**src/rtl/irq_pkg.sv**
```systemverilog
// Shared definitions for the interrupt request scheduler.
// Holds the scheduler FSM state type, the default source count and ID
// width, and a one-hot to index helper used by the fixed-priority encoder.
package irq_pkg;

    localparam int DEF_N_SRC = 6;
    localparam int DEF_ID_W  = 3;

    typedef enum logic [1:0] {
        IDLE    = 2'd0,
        ASSERT  = 2'd1,
        SERVICE = 2'd2
    } irq_state_t;

    // Converts a one-hot (or all-zero) vector of up to 8 bits into its index.
    function automatic logic [2:0] onehot_to_idx(input logic [7:0] oh);
        logic [2:0] idx;
        idx[0] = |(oh & 8'hAA);
        idx[1] = |(oh & 8'hCC);
        idx[2] = |(oh & 8'hF0);
        return idx;
    endfunction

endpackage

```
**src/rtl/irq_prio_enc.sv**
```systemverilog
// Combinational winner selection over the eligible interrupt vector.
// Config macro IRQ_ROUND_ROBIN_EN: when defined, the search starts one
// past the rotate pointer and wraps; otherwise the lowest index wins.
module irq_prio_enc
    import irq_pkg::*;
#(
    parameter int N_SRC = DEF_N_SRC,
    parameter int ID_W  = DEF_ID_W
) (
    input  logic [N_SRC-1:0] elig,
`ifdef IRQ_ROUND_ROBIN_EN
    input  logic [ID_W-1:0]  ptr,
`endif
    output logic [ID_W-1:0]  id,
    output logic             vld
);

`ifdef IRQ_ROUND_ROBIN_EN

    localparam int unsigned NS = N_SRC;
    localparam int          IW = $clog2(N_SRC);

    logic [IW-1:0] sel;

    // Rotating search: first eligible source at or after ptr+1, modulo N_SRC.
    always_comb begin
        id  = '0;
        vld = 1'b0;
        sel = '0;
        for (int unsigned k = 0; k < NS; k++) begin
            sel = IW'((32'(ptr) + 32'd1 + k) % NS);
            if (!vld && elig[sel]) begin
                vld = 1'b1;
                id  = ID_W'(sel);
            end
        end
    end

`else

    logic [N_SRC-1:0] lowest;

    // Isolate the lowest set bit, then encode it as an index.
    always_comb begin
        lowest = elig & (~elig + N_SRC'(1));
        vld    = |elig;
        id     = ID_W'(onehot_to_idx(8'(lowest)));
    end

`endif

endmodule

```
**src/rtl/irq_sched.sv**
```systemverilog
// Interrupt request scheduler for the multicycle MIPS microsystem.
// Turns rising edges on peripheral IRQ lines into pending bits, masks them
// with SR.IM / SR.IE / SR.EXL, picks one winner and runs the intreq /
// exception-entry / eret handshake with the control unit.
// Config macro IRQ_ROUND_ROBIN_EN: rotating priority with a pointer that
// advances on exception entry; undefined gives fixed lowest-index-first.
module irq_sched
    import irq_pkg::*;
#(
    parameter int N_SRC = DEF_N_SRC,
    parameter int ID_W  = DEF_ID_W
) (
    input  logic             clk,
    input  logic             reset,
    input  logic [N_SRC-1:0] irq_src,
    input  logic [N_SRC-1:0] im,
    input  logic             ie,
    input  logic             exl,
    input  logic             exlset,
    input  logic             exlclr,
    output logic             intreq,
    output logic [N_SRC-1:0] ip,
    output logic [ID_W-1:0]  irq_id,
    output logic [N_SRC-1:0] src_ack
);

    irq_state_t       state;
    logic [N_SRC-1:0] src_q;
    logic [N_SRC-1:0] pend;
    logic [N_SRC-1:0] rise;
    logic [N_SRC-1:0] elig;
    logic             qual;
    logic [ID_W-1:0]  win_id;
    logic             win_vld;
`ifdef IRQ_ROUND_ROBIN_EN
    logic [ID_W-1:0]  ptr;
`endif

    assign rise = irq_src & ~src_q;
    assign qual = ie & ~exl;
    assign elig = pend & im & {N_SRC{qual}};
    assign ip   = pend;

    irq_prio_enc #(
        .N_SRC (N_SRC),
        .ID_W  (ID_W)
    ) u_prio_enc (
        .elig (elig),
`ifdef IRQ_ROUND_ROBIN_EN
        .ptr  (ptr),
`endif
        .id   (win_id),
        .vld  (win_vld)
    );

    // Edge detection and pending accumulation; a new rise beats a same-cycle ack clear.
    always_ff @(posedge clk) begin
        if (!reset) begin
            src_q <= '0;
            pend  <= '0;
        end else begin
            src_q <= irq_src;
            pend  <= (pend & ~src_ack) | rise;
        end
    end

    // Request/service handshake FSM with registered intreq, src_ack and irq_id.
    always_ff @(posedge clk) begin
        if (!reset) begin
            state   <= IDLE;
            intreq  <= 1'b0;
            irq_id  <= '0;
            src_ack <= '0;
`ifdef IRQ_ROUND_ROBIN_EN
            ptr     <= ID_W'(N_SRC - 1);
`endif
        end else begin
            src_ack <= '0;
            case (state)
                IDLE: begin
                    if (win_vld) begin
                        state  <= ASSERT;
                        intreq <= 1'b1;
                        irq_id <= win_id;
                    end
                end
                ASSERT: begin
                    // exlset is checked first so entry wins over a same-cycle withdrawal.
                    if (exlset) begin
                        state   <= SERVICE;
                        intreq  <= 1'b0;
                        src_ack <= N_SRC'(1) << irq_id;
`ifdef IRQ_ROUND_ROBIN_EN
                        ptr     <= irq_id;
`endif
                    end else if (!elig[irq_id]) begin
                        state  <= IDLE;
                        intreq <= 1'b0;
                    end
                end
                SERVICE: begin
                    if (exlclr) begin
                        state <= IDLE;
                    end
                end
                default: begin
                    state  <= IDLE;
                    intreq <= 1'b0;
                end
            endcase
        end
    end

endmodule

```
**config.mk**
```make
export PLATFORM = sky130hd
export DESIGN_NAME = irq_sched
export DESIGN_NICKNAME = d
export VERILOG_FILES = /design/src/rtl/irq_pkg.sv /design/src/rtl/irq_prio_enc.sv /design/src/rtl/irq_sched.sv
export SDC_FILE = /design/constraint.sdc
export NUM_CORES = 1
export LEC_CHECK = 0
export ABC_CLOCK_PERIOD_IN_PS = 1800
export BUFFER_PORTS_ARGS = -buffer_cell sky130_fd_sc_hd__buf_2
export CAP_MARGIN = 0
export CORE_ASPECT_RATIO = 1.1
export CORE_MARGIN = 10
export CORE_UTILIZATION = 30
export CTS_BUF_LIST = sky130_fd_sc_hd__clkbuf_2
export DETAILED_ROUTE_END_ITERATION = 10
export GPL_TIMING_DRIVEN = 0
export HOLD_SLACK_MARGIN = 0.15
export SLEW_MARGIN = 20
export SYNTH_ARGS = -nofsm -noshare
export SYNTH_HDL_FRONTEND = slang
export SYNTH_SLANG_ARGS = --single-unit
```
**constraint.sdc**
```tcl
create_clock -name clk -period 1.8 [get_ports clk]
set_clock_uncertainty 0.1 [all_clocks]
set_input_delay 0.54 -clock clk [delete_from_list [all_inputs] [get_ports clk]]
set_output_delay 0.54 -clock clk [all_outputs]
set_load 0.005 [all_outputs]
```
== Word-level counts from Yosys, hierarchy flattened ==
Cells that the tools add are included.
Widths: inputs -> output; s select.
Storage, ports and cells
  register bits after elaboration: 24
Cells by class
  bitwise gates (word level): 12
  reduce and logical (&&, ||, !) cells: 9
  add/sub/neg operators: 1
  $lt $le $gt $ge: 1
  shifts and indexed selects: 1
  equality and inequality tests: 5
  muxes and demuxes: 11
Operators by type and width (count)
  $and 6x6->6: 5
  $not 6->6: 3
  $reduce_and 3->1: 3
  $mux 2: 4
  $add 6x1->6 const B: 1
  $or 6x6->6: 1
  $pmux 2 s3: 1
  $reduce_or 6->1: 1
  $shl 1x3->6 const A: 1
  $lt 3x4->1 const B: 1
  $mux 1: 4
  $reduce_or 2->1: 2
  $bmux 1 s3: 1
  $ne 3x3->1 const B: 1
  $pmux 1 s3: 1
  $reduce_or 3->1: 1
  $eq 2x1->1 const B: 1
  $eq 2x2->1 const B: 1
  $logic_not 2->1: 1
  $ne 2x1->1 const B: 1
  $ne 2x2->1 const B: 1
  $not 1->1: 2
  $reduce_and 2->1: 1
  $and 1x1->1: 1

== Logic depth before layout (Yosys ltp) ==
Gate-level depths: netlist (run 1).
  depth after elaboration: 8
  gate-level depth with buffers: 6

== Modules after synthesis ==
Synthesis (run 1) repeated with hierarchy kept, for this count alone.
Unflattened totals
  cell total of the unflattened synthesis: 114
  area total of the unflattened synthesis: 1007.2 um^2
Modules (own cells, without submodules)
  irq_sched: area an instance 954.7 um^2, cells an instance 104, seq. area each 480.5 um^2, times used 1
  irq_prio_enc: area an instance 52.6 um^2, cells an instance 10, seq. area each 0.0 um^2, times used 1

== Worst setup path after synthesis (run 1) ==
OpenSTA, ideal clock, no wires.
  kind: in2reg
  start point: in im[0]
  end point: reg state[0]
  arrival: 1.489 ns
  stages: 4
  setup slack: 0.096 ns
  setup time: 0.114 ns
  data required time: 1.586 ns
  cell sequence: a22o_2 or3_1 nor3b_1 a21bo_1
On the way
  longest elaborated chain between the ends: 6
  elaborated cells on any way between the ends: 8
  those cells by class: 2 x eq/ne; 2 x mux; 2 x bitwise; 2 x reduce/logical
RTL lines
  start, declared: line irq_sched.sv:16  | input logic [N_SRC-1:0] im,
  $and 6x6->6 (*) (2 in a row): line irq_sched.sv:41  | assign elig = pend & im & {N_SRC{qual}};
  $bmux 1 s3: line irq_sched.sv:96  | end else if (!elig[irq_id]) begin
  $mux 1 (implied by the code): line irq_sched.sv:96
  $ne 3x3->1 (no source line)
  $reduce_and 3->1 (no source line) (*)
  end signal, assigned: line irq_sched.sv:97  | state <= IDLE;
  end signal, assigned: line irq_sched.sv:103  | state <= IDLE;
  end signal, assigned: line irq_sched.sv:107  | state <= IDLE;
  end, declared: line irq_sched.sv:27  | irq_state_t state;
Every way passes the cells marked *; elsewhere a longest branch is shown, timed or not. The select of a mux whose other input is x is not followed.
A chain may end at the register's enable or synchronous reset.

== Final worst setup path (run 1) ==
  start point: reg irq_id[2]
  end point: out irq_id[2]
RTL lines
  start, declared: line irq_sched.sv:23  | output logic [ID_W-1:0] irq_id,
  start signal, assigned: line irq_sched.sv:84  | irq_id <= win_id;
No word-level cell between the ends.

==> key figures, run 1 <==
Clock network
  • Clock tree sinks: 24
  • Worst skew pair latency: between 0.3 and 0.4 ns
  • CTS Buf Count: 3
  • H-Tree Depth: 1
  • Post-CTS setup buffers: 0
  • CTS Buffer Depth: 2
  • Clock root buffer: clkbuf_2
  • CTS tree: built
  • Reg clk slew, reported paths: roughly 0.23 ns

Setup path
  • Worst path cell trace: buf_2
  • CP max-delay cell: dfxtp_1
  • CP peak stage delay: 0.53 ns
  • Startpoint types: flop
  • Crit Path Max Fanout: 8
  • Crit Path Class: flop to output pin
  • CP required: approximately 1.2 ns
  • Crit path DAT: 1.05 ns
  • CP Capture Type: output pin
  • Worst path top cell family by delay: flip-flops
  • CP bufs+invs: 1

Cells and area
  • Final net count: 170
  • # diodes: 0
  • Final instance area: 1250 sq um
  • Util after Layout: 39.98%
  • Register Area: 480.5 sq um
  • Share of cells above drive strength 1: 26.49%
  • Area delta synth->final: 25.35%
  • Multi-input logic area: approximately 450 sq um
  • # fillers: around 330
  • Non-filler cells, final: 185

Power
  • Pwr Density: 845.0 nW/um^2
  • Tot Pwr: 1.056 mW
  • LEAKAGE: 0.5815 nW
  • Peak VDD IR: 0.3505 mV

Yosys
  • Asr flop ratio synth: 0%
  • Top cell type's share of synthesized area: between 40% and 50%
  • Synth Register Bits: 24
  • Netlist cell types: 32
  • Main synth FF type: dfxtp_1
  • Syn_nets: 132
  • Avg Cell Area, Syn: 8.747 sq um
  • Ranking of synthesized cells by area: dfxtp_1 (48%), and2_1 (7.5%), inv_1 (5.6%)
  • Synth area leader: dfxtp_1
  • Post-synth EDFFs: 0
  • Yosys warning count: 0
  • Synth cell count leaders: dfxtp_1 (24), inv_1 (15), and2_1 (12)
  • Sequential area share after synthesis: 48.18%
  • Synth Instances: between 100 and 150
  • Synth Cell Area: approximately 1000 sq um
  • Count leader, synth: dfxtp_1

Global route
  • Tot GR Track Use: between 8 and 9%
  • Initial antenna violation count: 0
  • First-pass GRT wire length: 4222 microns
  • Grt ovf: 0
  • Vias in the first global route: about 930
  • Largest net degree at the start of global routing: 15

Timing
  • Relative slew slack: 64.78%
  • Slew Limit Fails: 0
  • Setup TNS: 0 ns
  • Worst-Margin Slew: 0.5243 ns
  • Fmax: 0.5926 GHz
  • Fin crit period: 1.688 ns
  • # setup viols final: 0
  • Fin crit share: 93.75%
  • Final Hold Fails: 0
  • RSZ-0062 raised after global routing: no

Placement
  • Cells after DPL: 181
  • I/O Buffers: 33
  • Area of placed instances: 1205 sq um
  • Hpwl dp: 1998 microns
  • RePlAce Congestion: ~0.83

Run status
  • Outcome: completed

Floorplan
  • I/O Pins: 34
  • Die area: slightly above 6000 sq um
  • Chip height: just over 80 microns
  • DIE WIDTH: 74.97 microns
  • Core region area: ~3100 sq um
  • # rows: 21
  • Initial Util: 31.89%

Route
  • Iter 0 DRT Violations: 26
  • Post-route ant nets: 0
  • Final wirelength: between 2000 and 3000 microns
  • DR vias/cell: between 4 and 5
  • Routed len/inst: 13.53 microns
  • Number of remaining DRC errors: 0
  • Pre-antenna DRT Iters: 4
  • Vias: ~900

Worst hold path
  • HP Class: input port to flop

Flow run
  • # Max-Cap Violations: 0
layout make-up:
type | count | area share (%)
plain buffers | 3 | 0.9009
well taps | 34 | 3.403
repair buffers | 33 | 13.21
clock inverters | 1 | 2.402
clock buffers | 3 | 1.201
flip-flops and latches | 24 | 38.44
multi-input cells | 72 | 35.94
inverters | 15 | 4.505
flip-flops by register name, summed over array words and instances, names as in the netlist:
signal	cells
intreq	1
irq_id	3
state	2
src_ack	6
ip	6
src_q	6
per-layer routing:
metal  track usage [%]  vias to the layer above  wire, microns
li1                  -                      468              -
met1             10.38                      418           1130
met2             14.33                       32           1118
met3             3.198                        4            216
met4             3.409                        0             38
met5                 0                        -              0
where the power goes:
group	leakage [nW]	internal, mW	switching [mW]
logic	0.358	0.0632	0.0603
registers	0.197	0.556	0.0203
clock network	0.0266	0.191	0.165
kinds of logic (layout without fill, tap and decap cells):
logic type / after synthesis / count (layout) / synth area share, %
simple gates: 45 / 45 / 25.97
compound gates: 27 / 27 / 19.07
flops: 24 / 24 / 48.18
buf+inv: 18 / 55 / 6.775
what timing repair did:
| action | in CTS | in global routing |
|---|---|---|
| resized for setup | 0 | 1 |
| hold buffers | 0 | 0 |
| endpoints found under the setup margin | 0 | 1 |
per-stage QoR:
step / hold WS, ns / worst slack [ns]
floorplan: 0.3597 / 0.09604
global placement: 0.3513 / -0.09723
detailed placement: 0.3808 / -0.1121
CTS: 0.2905 / 0.1037
global route: 0.2732 / 0.02182
finish: 0.2912 / 0.1125
worst register-to-register path, cell delays in order (launching register included):
cell and delay, ns:
dfxtp_1 0.41, a22o_2 0.27, or3_1 0.40, nor3b_1 0.17, o21ai_1 0.12, o21ai_1 0.08
layout by cell type, fill, tap and decap left out, drive strengths merged:
| master | count |
|---|---|
| a21bo | 2 |
| a21boi | 1 |
| a21oi | 3 |
| a22o | 3 |
| a22oi | 1 |
| a31o | 1 |
| a32o | 1 |
| a32oi | 1 |
| and2 | 12 |
| and3 | 2 |
| and3b | 1 |
| buf | 34 |
| bufinv | 1 |
| clkbuf | 5 |
| dfxtp | 24 |
| inv | 15 |
| nand2 | 8 |
| nand2b | 1 |
| nand3 | 3 |
| nand3b | 2 |
| nor2 | 4 |
| nor2b | 2 |
| nor3 | 3 |
| nor3b | 2 |
| nor4 | 2 |
| nor4b | 1 |
| o2111ai | 1 |
| o211ai | 1 |
| o21ai | 6 |
| o22ai | 6 |
| or3 | 1 |
| or3b | 1 |
worst paths after layout:
check	to	slack, ns	depth (start not counted)	start
worst min register to register	intreq	0.40	2	intreq
worst min-delay path	src_q[5]	0.29	2	irq_src[5]
worst max register to register	intreq	0.19	5	ip[1]
worst max-delay path	irq_id[2]	0.11	1	irq_id[2]
Note: power is estimated with default switching activity, not from simulation.
==> run 2: changes to the inputs <==
--- a/config.mk
+++ b/config.mk
@@ -9,7 +9,6 @@
 export BUFFER_PORTS_ARGS = -buffer_cell sky130_fd_sc_hd__buf_2
 export CAP_MARGIN = 0
 export CORE_ASPECT_RATIO = 1.1
-export CORE_MARGIN = 10
 export CORE_UTILIZATION = 30
 export CTS_BUF_LIST = sky130_fd_sc_hd__clkbuf_2
 export DETAILED_ROUTE_END_ITERATION = 10
==> constraint.sdc (replaced) <==
create_clock -name clk -period 1.8 [get_ports clk]
set_clock_uncertainty 0.1 [all_clocks]
set_input_delay 0 -clock clk [delete_from_list [all_inputs] [get_ports clk]]
set_output_delay 0 -clock clk [all_outputs]
set_load 0.005 [all_outputs]
==> run 2 against run 1 <==
The flow now finishes with violations (design-rule violations). Total power is 4.3% higher. Global-route usage is 5.7 points higher. Sequential power barely moved. Core utilization rose by 9.5 points. Hold slack improved by 0.024 ns. Clock power is essentially flat. First-iteration DRC count grew 65%.
==> key figures, run 2 (synthesis results as in run 1) <==
Setup path
  • Reg2reg end: irq_id[1]
  • Crit Path Class: flop to flop
  • FF-to-FF path depth: 5 (unchanged)
  • CP required: 1.99 ns (+0.83 ns)
  • CP peak stage delay: 0.60 ns (+0.07 ns)
  • Reg2reg start: ip[5]
  • Crit path DAT: 1.91 ns (+0.86 ns)
  • CP Capture Type: flop
  • Worst path cell trace: a22o_2 > dlygate4sd3_1 > o21ai_1 > a32oi_1 > nor2b_1
  • Startpoint types: flop
  • Crit Path Max Fanout: 4 (-4)
  • R2r setup slk: 0.08 ns (-0.11 ns)
  • CP max-delay cell: dlygate4sd3_1

Run status
  • Violated checks: design-rule violations
  • Outcome: complete, but fails checks

Global route
  • First-pass GRT wire length: 4050 microns (-4.1%)
  • Tot GR Track Use: 14.53% (+5.7 points)
  • Global-route met1 utilization: 16.43% (+6.0 points)
  • Vias in the first global route: 965 (+3.3%)
  • Grt met2 use: 26.03% (+12 points)
  • Largest net degree at the start of global routing: 15 (unchanged)
  • Grt ovf: 0 (unchanged)
  • Layer with the highest usage: met2
  • Initial antenna violation count: 0 (unchanged)
  • Met3 GRT Util: 2.070% (-1.1 points)

Floorplan
  • Core region area: 3100 sq um (-0.84%)
  • I/O Pins: 34 (unchanged)
  • Initial Util: 32.16% (+0.27 points)
  • # rows: 21 (unchanged)
  • Die area: 3559 sq um (-41%)
  • DIE WIDTH: 56.97 microns (-24%)
  • Chip height: 62.47 microns (-22%)

Placement
  • Cells after DPL: 181 (unchanged)
  • I/O Buffers: 33 (unchanged)
  • Hpwl dp: 1721 microns (-14%)
  • Placement Setup Slack: 0.2414 ns (+0.3535 ns)
  • RePlAce Congestion: 0.8059 (-2.6%)

Clock network
  • H-Tree Depth: 1 (unchanged)
  • CTS Buf Count: 3 (unchanged)
  • Reg clk slew, reported paths: 0.23 ns (about the same)
  • Worst skew pair latency: 0.34 ns (about the same)
  • CTS Buffer Depth: 2 (unchanged)
  • Clock root buffer: clkbuf_2
  • Clock tree sinks: 24 (unchanged)
  • CTS tree: built

Cells and area
  • Non-filler cells, final: 213 (+15%)
  • Share of cells above drive strength 1: 24.02% (-2.5 points)
  • Most frequent cells in the layout: buf_2 (33), dlygate4sd3_1 (27), dfxtp_1 (22), inv_1 (15), and2_1 (12)
  • Final net count: 198 (+16%)
  • Util after Layout: 49.44% (+9.5 points)
  • # diodes: 0 (unchanged)
  • Area delta synth->final: 53.70%
  • Most common cell after layout, fill and taps aside: buf_2

Timing
  • # setup viols final: 0 (unchanged)
  • Relative slew slack: 67.32% (+2.5 points)
  • Final Hold Fails: 0 (unchanged)
  • Fmax: 0.5828 GHz (-1.7%)
  • Setup TNS: 0 ns (unchanged)
  • Hold WS: 0.3155 ns (+0.02428 ns)
  • Slew Limit Fails: 0 (unchanged)
  • RSZ-0062 raised after global routing: no
  • Worst setup margin: 0.08413 ns (-0.02834 ns)
  • Fin crit share: 95.33% (+1.6 points)
  • Fin crit period: 1.716 ns (+0.02834 ns)
  • Worst-Margin Slew: 0.4864 ns (-0.03791 ns)

Power
  • Peak VDD IR: 0.3687 mV (+5.2%)
  • Clk pwr share: 32.1% (-1.6 points)
  • Psw: 0.2507 mW (+2.0%)
  • LEAKAGE: 0.7114 nW (+22%)
  • Switch share: 22.76% (-0.50 points)
  • Combinational power share: 15.6% (+3.9 points)
  • Pwr Density: 718.7 nW/um^2 (-15%)
  • Internal: 0.8509 mW (+5.0%)
  • Sequential fraction of design power: 52.3% (-2.3 points)

Route
  • Iter 0 DRT Violations: 43 (+65%)
  • Pre-antenna DRT Iters: 7 (+3)
  • DR vias/cell: 4.822 (-3.3%)
  • Routed len/inst: 11.74 microns (-13%)
  • Final wirelength: 2501 microns (about the same)
  • Vias: 1027 (+11%)
  • Post-route ant nets: 0 (unchanged)
  • Number of remaining DRC errors: 4 (+4)

Worst hold path
  • Min-Delay Endpoint: src_q[1]
  • Min-Delay Startpoint: irq_src[1]
  • HP Class: input port to flop
  • Worst hold path stage count: 3 (+1)

Flow run
  • # Max-Cap Violations: 0 (unchanged)
## run 2: power by group through the flow
stage / clock network [mW] / logic, mW / registers [mW]
3_5_place_dp: 0 / 0.123 / 0.587
4_1_cts: 0.365 / 0.168 / 0.577
5_1_grt: 0.390 / 0.189 / 0.580
3_3_place_gp: 0 / 0.119 / 0.586
6_report: 0.354 / 0.171 / 0.576
2_1_floorplan: 0 / 0.0680 / 0.584
## run 2: what timing repair did
action | in CTS | in global routing
setup endpoints to repair | 0 | 1
gates resized for setup | 0 | 4
endpoints found under the hold margin | 24 | 0
hold buffers | 27 | 0
setup buffers | 0 | 1
## run 2: cell type report
type / instances / area, sq um
fillers: 317 / 1568
flip-flops and latches: 24 / 485.5
multi-input cells: 72 / 449.2
repair buffers: 61 / 442.9
inverters: 15 / 56.30
well taps: 34 / 42.54
clock inverters: 1 / 30.03
clock buffers: 3 / 15.01
plain buffers: 3 / 11.26
## run 2: worst max-delay path, delay by kind of cell (launching register included)
family	cells	cell delay, ns
and+or+nand+nor	1	0.13
AOI/OAI and AO/OA	3	0.43
DFF	1	0.40
buffers and inverters	1	0.60
## run 2: routing by layer
layer | vias to the layer above | routed length [microns]
li1 | 522 | -
met1 | 464 | 1080
met2 | 34 | 1264
met3 | 7 | 112
met4 | 0 | 44
met5 | - | 0
## run 2: through the flow
stage          power, mW  cell area (sq um)
2_1_floorplan     0.6517              997.2
3_3_place_gp      0.7045               1205
3_5_place_dp      0.7094               1205
4_1_cts            1.109               1520
5_1_grt            1.159               1533
6_report           1.102               1533
## run 2: how the worst max path moves through the flow
stage               startpoint   endpoint  cells past startpoint
global placement         ip[1]  irq_id[0]                      5
finish                   ip[5]  irq_id[1]                      5
CTS                      ip[5]  irq_id[1]                      5
global route             ip[5]  irq_id[1]                      5
floorplan                ip[0]   state[0]                      4
detailed placement       ip[1]   state[0]                      4
==> run 3: changes to the inputs <==
--- a/config.mk
+++ b/config.mk
@@ -14,6 +14,7 @@
 export DETAILED_ROUTE_END_ITERATION = 10
 export GPL_TIMING_DRIVEN = 0
 export HOLD_SLACK_MARGIN = 0.15
+export PLACE_DENSITY = 0.49
 export SLEW_MARGIN = 20
 export SYNTH_ARGS = -nofsm -noshare
 export SYNTH_HDL_FRONTEND = slang
==> run 3 against run 2 <==
The run still ends with design-rule violations left. Fmax increased by 1.3%. Clock power decreased by 43%. Non-clock buffer count decreased by 5. Critical path depth unchanged. Core utilization decreased by 2.6 points. Sequential share of layout area increased by 1.6 points. Largest power group unchanged. Highest routed layer unchanged.
==> key figures, run 3 (synthesis results as in run 1) <==
Setup path
  • R2r setup slk: 0.11 ns (+0.02 ns)
  • Crit Path Class: flop to flop
  • Critical Path Source: ip[4]
  • CP Capture Type: flop
  • Crit path DAT: 1.90 ns (about the same)
  • Worst path cell trace: a22o_2 > dlygate4sd3_1 > o21ai_1 > a32oi_1 > nor2b_1
  • CP required: 2.00 ns (about the same)
  • CP peak stage delay: 0.58 ns (-0.02 ns)
  • Critical Path End: irq_id[1]
  • Reg2reg start: ip[4]
  • Startpoint types: flop
  • FF-to-FF path depth: 5 (unchanged)
  • Reg2reg end: irq_id[1]
  • Crit Path Max Fanout: 4 (unchanged)
  • CP max-delay cell: dlygate4sd3_1

Floorplan
  • Core region area: 3100 sq um (unchanged)
  • Die area: 3559 sq um (unchanged)
  • Chip height: 62.47 microns (unchanged)
  • Initial Util: 32.16% (unchanged)
  • DIE WIDTH: 56.97 microns (unchanged)
  • # rows: 21 (unchanged)
  • I/O Pins: 34 (unchanged)

Route
  • Final wirelength: 2455 microns (-1.8%)
  • Number of remaining DRC errors: 6 (+2)
  • Pre-antenna DRT Iters: 7 (unchanged)
  • Iter 0 DRT Violations: 34 (-21%)
  • DR vias/cell: 4.855 (+0.69%)
  • Post-route ant nets: 0 (unchanged)
  • Vias: 1005 (-2.1%)
  • Routed len/inst: 11.86 microns (+1.0%)

Placement
  • I/O Buffers: 33 (unchanged)
  • Placement Setup Slack: 0.2227 ns (-0.01871 ns)
  • Cells after DPL: 181 (unchanged)
  • RePlAce Congestion: 0.7733 (-4.0%)
  • Hpwl dp: 1716 microns (-0.30%)

Cells and area
  • Share of cells above drive strength 1: 23.70% (-0.32 points)
  • Most common cell after layout, fill and taps aside: buf_2
  • Area delta synth->final: 45.67%
  • # diodes: 0 (unchanged)
  • Final net count: 193 (-2.5%)
  • Non-filler cells, final: 207 (-2.8%)
  • Most frequent cells in the layout: buf_2 (33), dlygate4sd3_1 (23), dfxtp_1 (22), inv_1 (15), and2_1 (12)

Clock network
  • H-Tree Depth: 1 (unchanged)
  • CTS Buffer Depth: 2 (unchanged)
  • Clock tree sinks: 24 (unchanged)
  • CTS Buf Count: 3 (unchanged)
  • Clock root buffer: clkbuf_2
  • CTS tree: built
  • Worst skew pair latency: 0.34 ns (about the same)
  • Reg clk slew, reported paths: 0.21 ns (-0.02 ns)
  • Post-CTS setup buffers: 0 (unchanged)

Timing
  • Fin crit period: 1.694 ns (-0.02163 ns)
  • Fin crit share: 94.12% (-1.2 points)
  • Worst setup margin: 0.1058 ns (+0.02163 ns)
  • Slew Limit Fails: 0 (unchanged)
  • Setup TNS: 0 ns (unchanged)
  • Final Hold Fails: 0 (unchanged)
  • # setup viols final: 0 (unchanged)
  • Worst-Margin Slew: 0.5043 ns (+0.01792 ns)
  • Fmax: 0.5902 GHz (+1.3%)
  • Hold WS: 0.1782 ns (-0.1372 ns)
  • Relative slew slack: 66.12% (-1.2 points)
  • RSZ-0062 raised after global routing: no

Worst hold path
  • HP Class: input port to flop

Power
  • Pwr Density: 647.9 nW/um^2 (-9.8%)
  • Internal: 0.6976 mW (-18%)
  • Peak VDD IR: 0.3004 mV (-19%)
  • LEAKAGE: 0.6709 nW (-5.7%)
  • Sequential fraction of design power: 61.3% (+9.0 points)
  • Switch share: 25.88% (+3.1 points)
  • Psw: 0.2436 mW (-2.8%)
  • Clk pwr share: 21.4% (-11 points)
  • Combinational power share: 17.3% (+1.7 points)

Global route
  • Largest net degree at the start of global routing: 13 (-2)
  • First-pass GRT wire length: 4305 microns (+6.3%)
  • Vias in the first global route: 957 (-0.83%)
  • Tot GR Track Use: 15.48% (+0.95 points)
  • Initial antenna violation count: 0 (unchanged)
  • Grt ovf: 0 (unchanged)

Run status
  • Violated checks: design-rule violations
  • Outcome: complete, but fails checks

Flow run
  • # Max-Cap Violations: 0 (unchanged)
run 3: cell count changes in the layout (fill, tap and decap cells not counted):
| cell | delta |
|---|---|
| buf_4 | -1 |
| dlygate4sd3_1 | -4 |
| dfxtp_4 | -1 |
| bufinv_16 | -1 |
| dfxtp_2 | +1 |
run 3: metal layers:
layer	vias up	wire, microns	GRT usage, %
li1	514	-	-
met1	454	1172	20.79
met2	32	1119	24.71
met3	5	123	2.692
met4	0	40	5.488
met5	-	0	0
run 3: worst min path at each step:
stage,endpoint,depth (start not counted),slack [ns],startpoint
after floorplan,ip[5],1,0.02,reset
after global placement,src_q[1],2,0.12,irq_src[1]
after detailed placement,src_q[4],2,0.12,irq_src[4]
after CTS,irq_id[0],5,0.18,im[3]
after global routing,irq_id[0],5,0.22,im[3]
final,irq_id[0],5,0.18,im[3]
run 3: power by group through the flow:
| stage | logic (mW) | clock network [mW] | registers, mW |
|---|---|---|---|
| floorplan | 0.0680 | 0 | 0.584 |
| global placement | 0.121 | 0 | 0.586 |
| detailed placement | 0.123 | 0 | 0.587 |
| CTS | 0.162 | 0.205 | 0.577 |
| global route | 0.185 | 0.236 | 0.581 |
| finish | 0.163 | 0.202 | 0.577 |
run 3: area by class of cell:
cell class	count	area, sq um
Fill cell	328	1648
Sequential cell	24	483.0
Multi-Input combinational cell	72	449.2
Timing Repair Buffer	56	395.4
Inverter	15	56.30
Tap cell	34	42.54
Clock buffer	3	15.01
Buffer	3	11.26
run 3: per-stage QoR:
step	power (mW)	area [sq um]	utilization (%)
2_1_floorplan	0.6517	997.2	-
3_3_place_gp	0.7073	1205	38.86
3_5_place_dp	0.7106	1205	38.86
4_1_cts	0.9443	1450	46.77
5_1_grt	1.002	1453	46.85
6_report	0.9412	1453	46.85
run 3: timing repair:
item	4_1_cts	5_1_grt
hold buffers	23	0
endpoints found under the hold margin	24	0
endpoints found under the setup margin	0	1
gates resized for setup	0	3
run 3: worst max-delay path: cells and delay by family (launching register included):
kind            cells  cell delay (ns)
simple gates        1             0.14
buf+inv             1             0.58
compound gates      3             0.44
flops               1             0.38
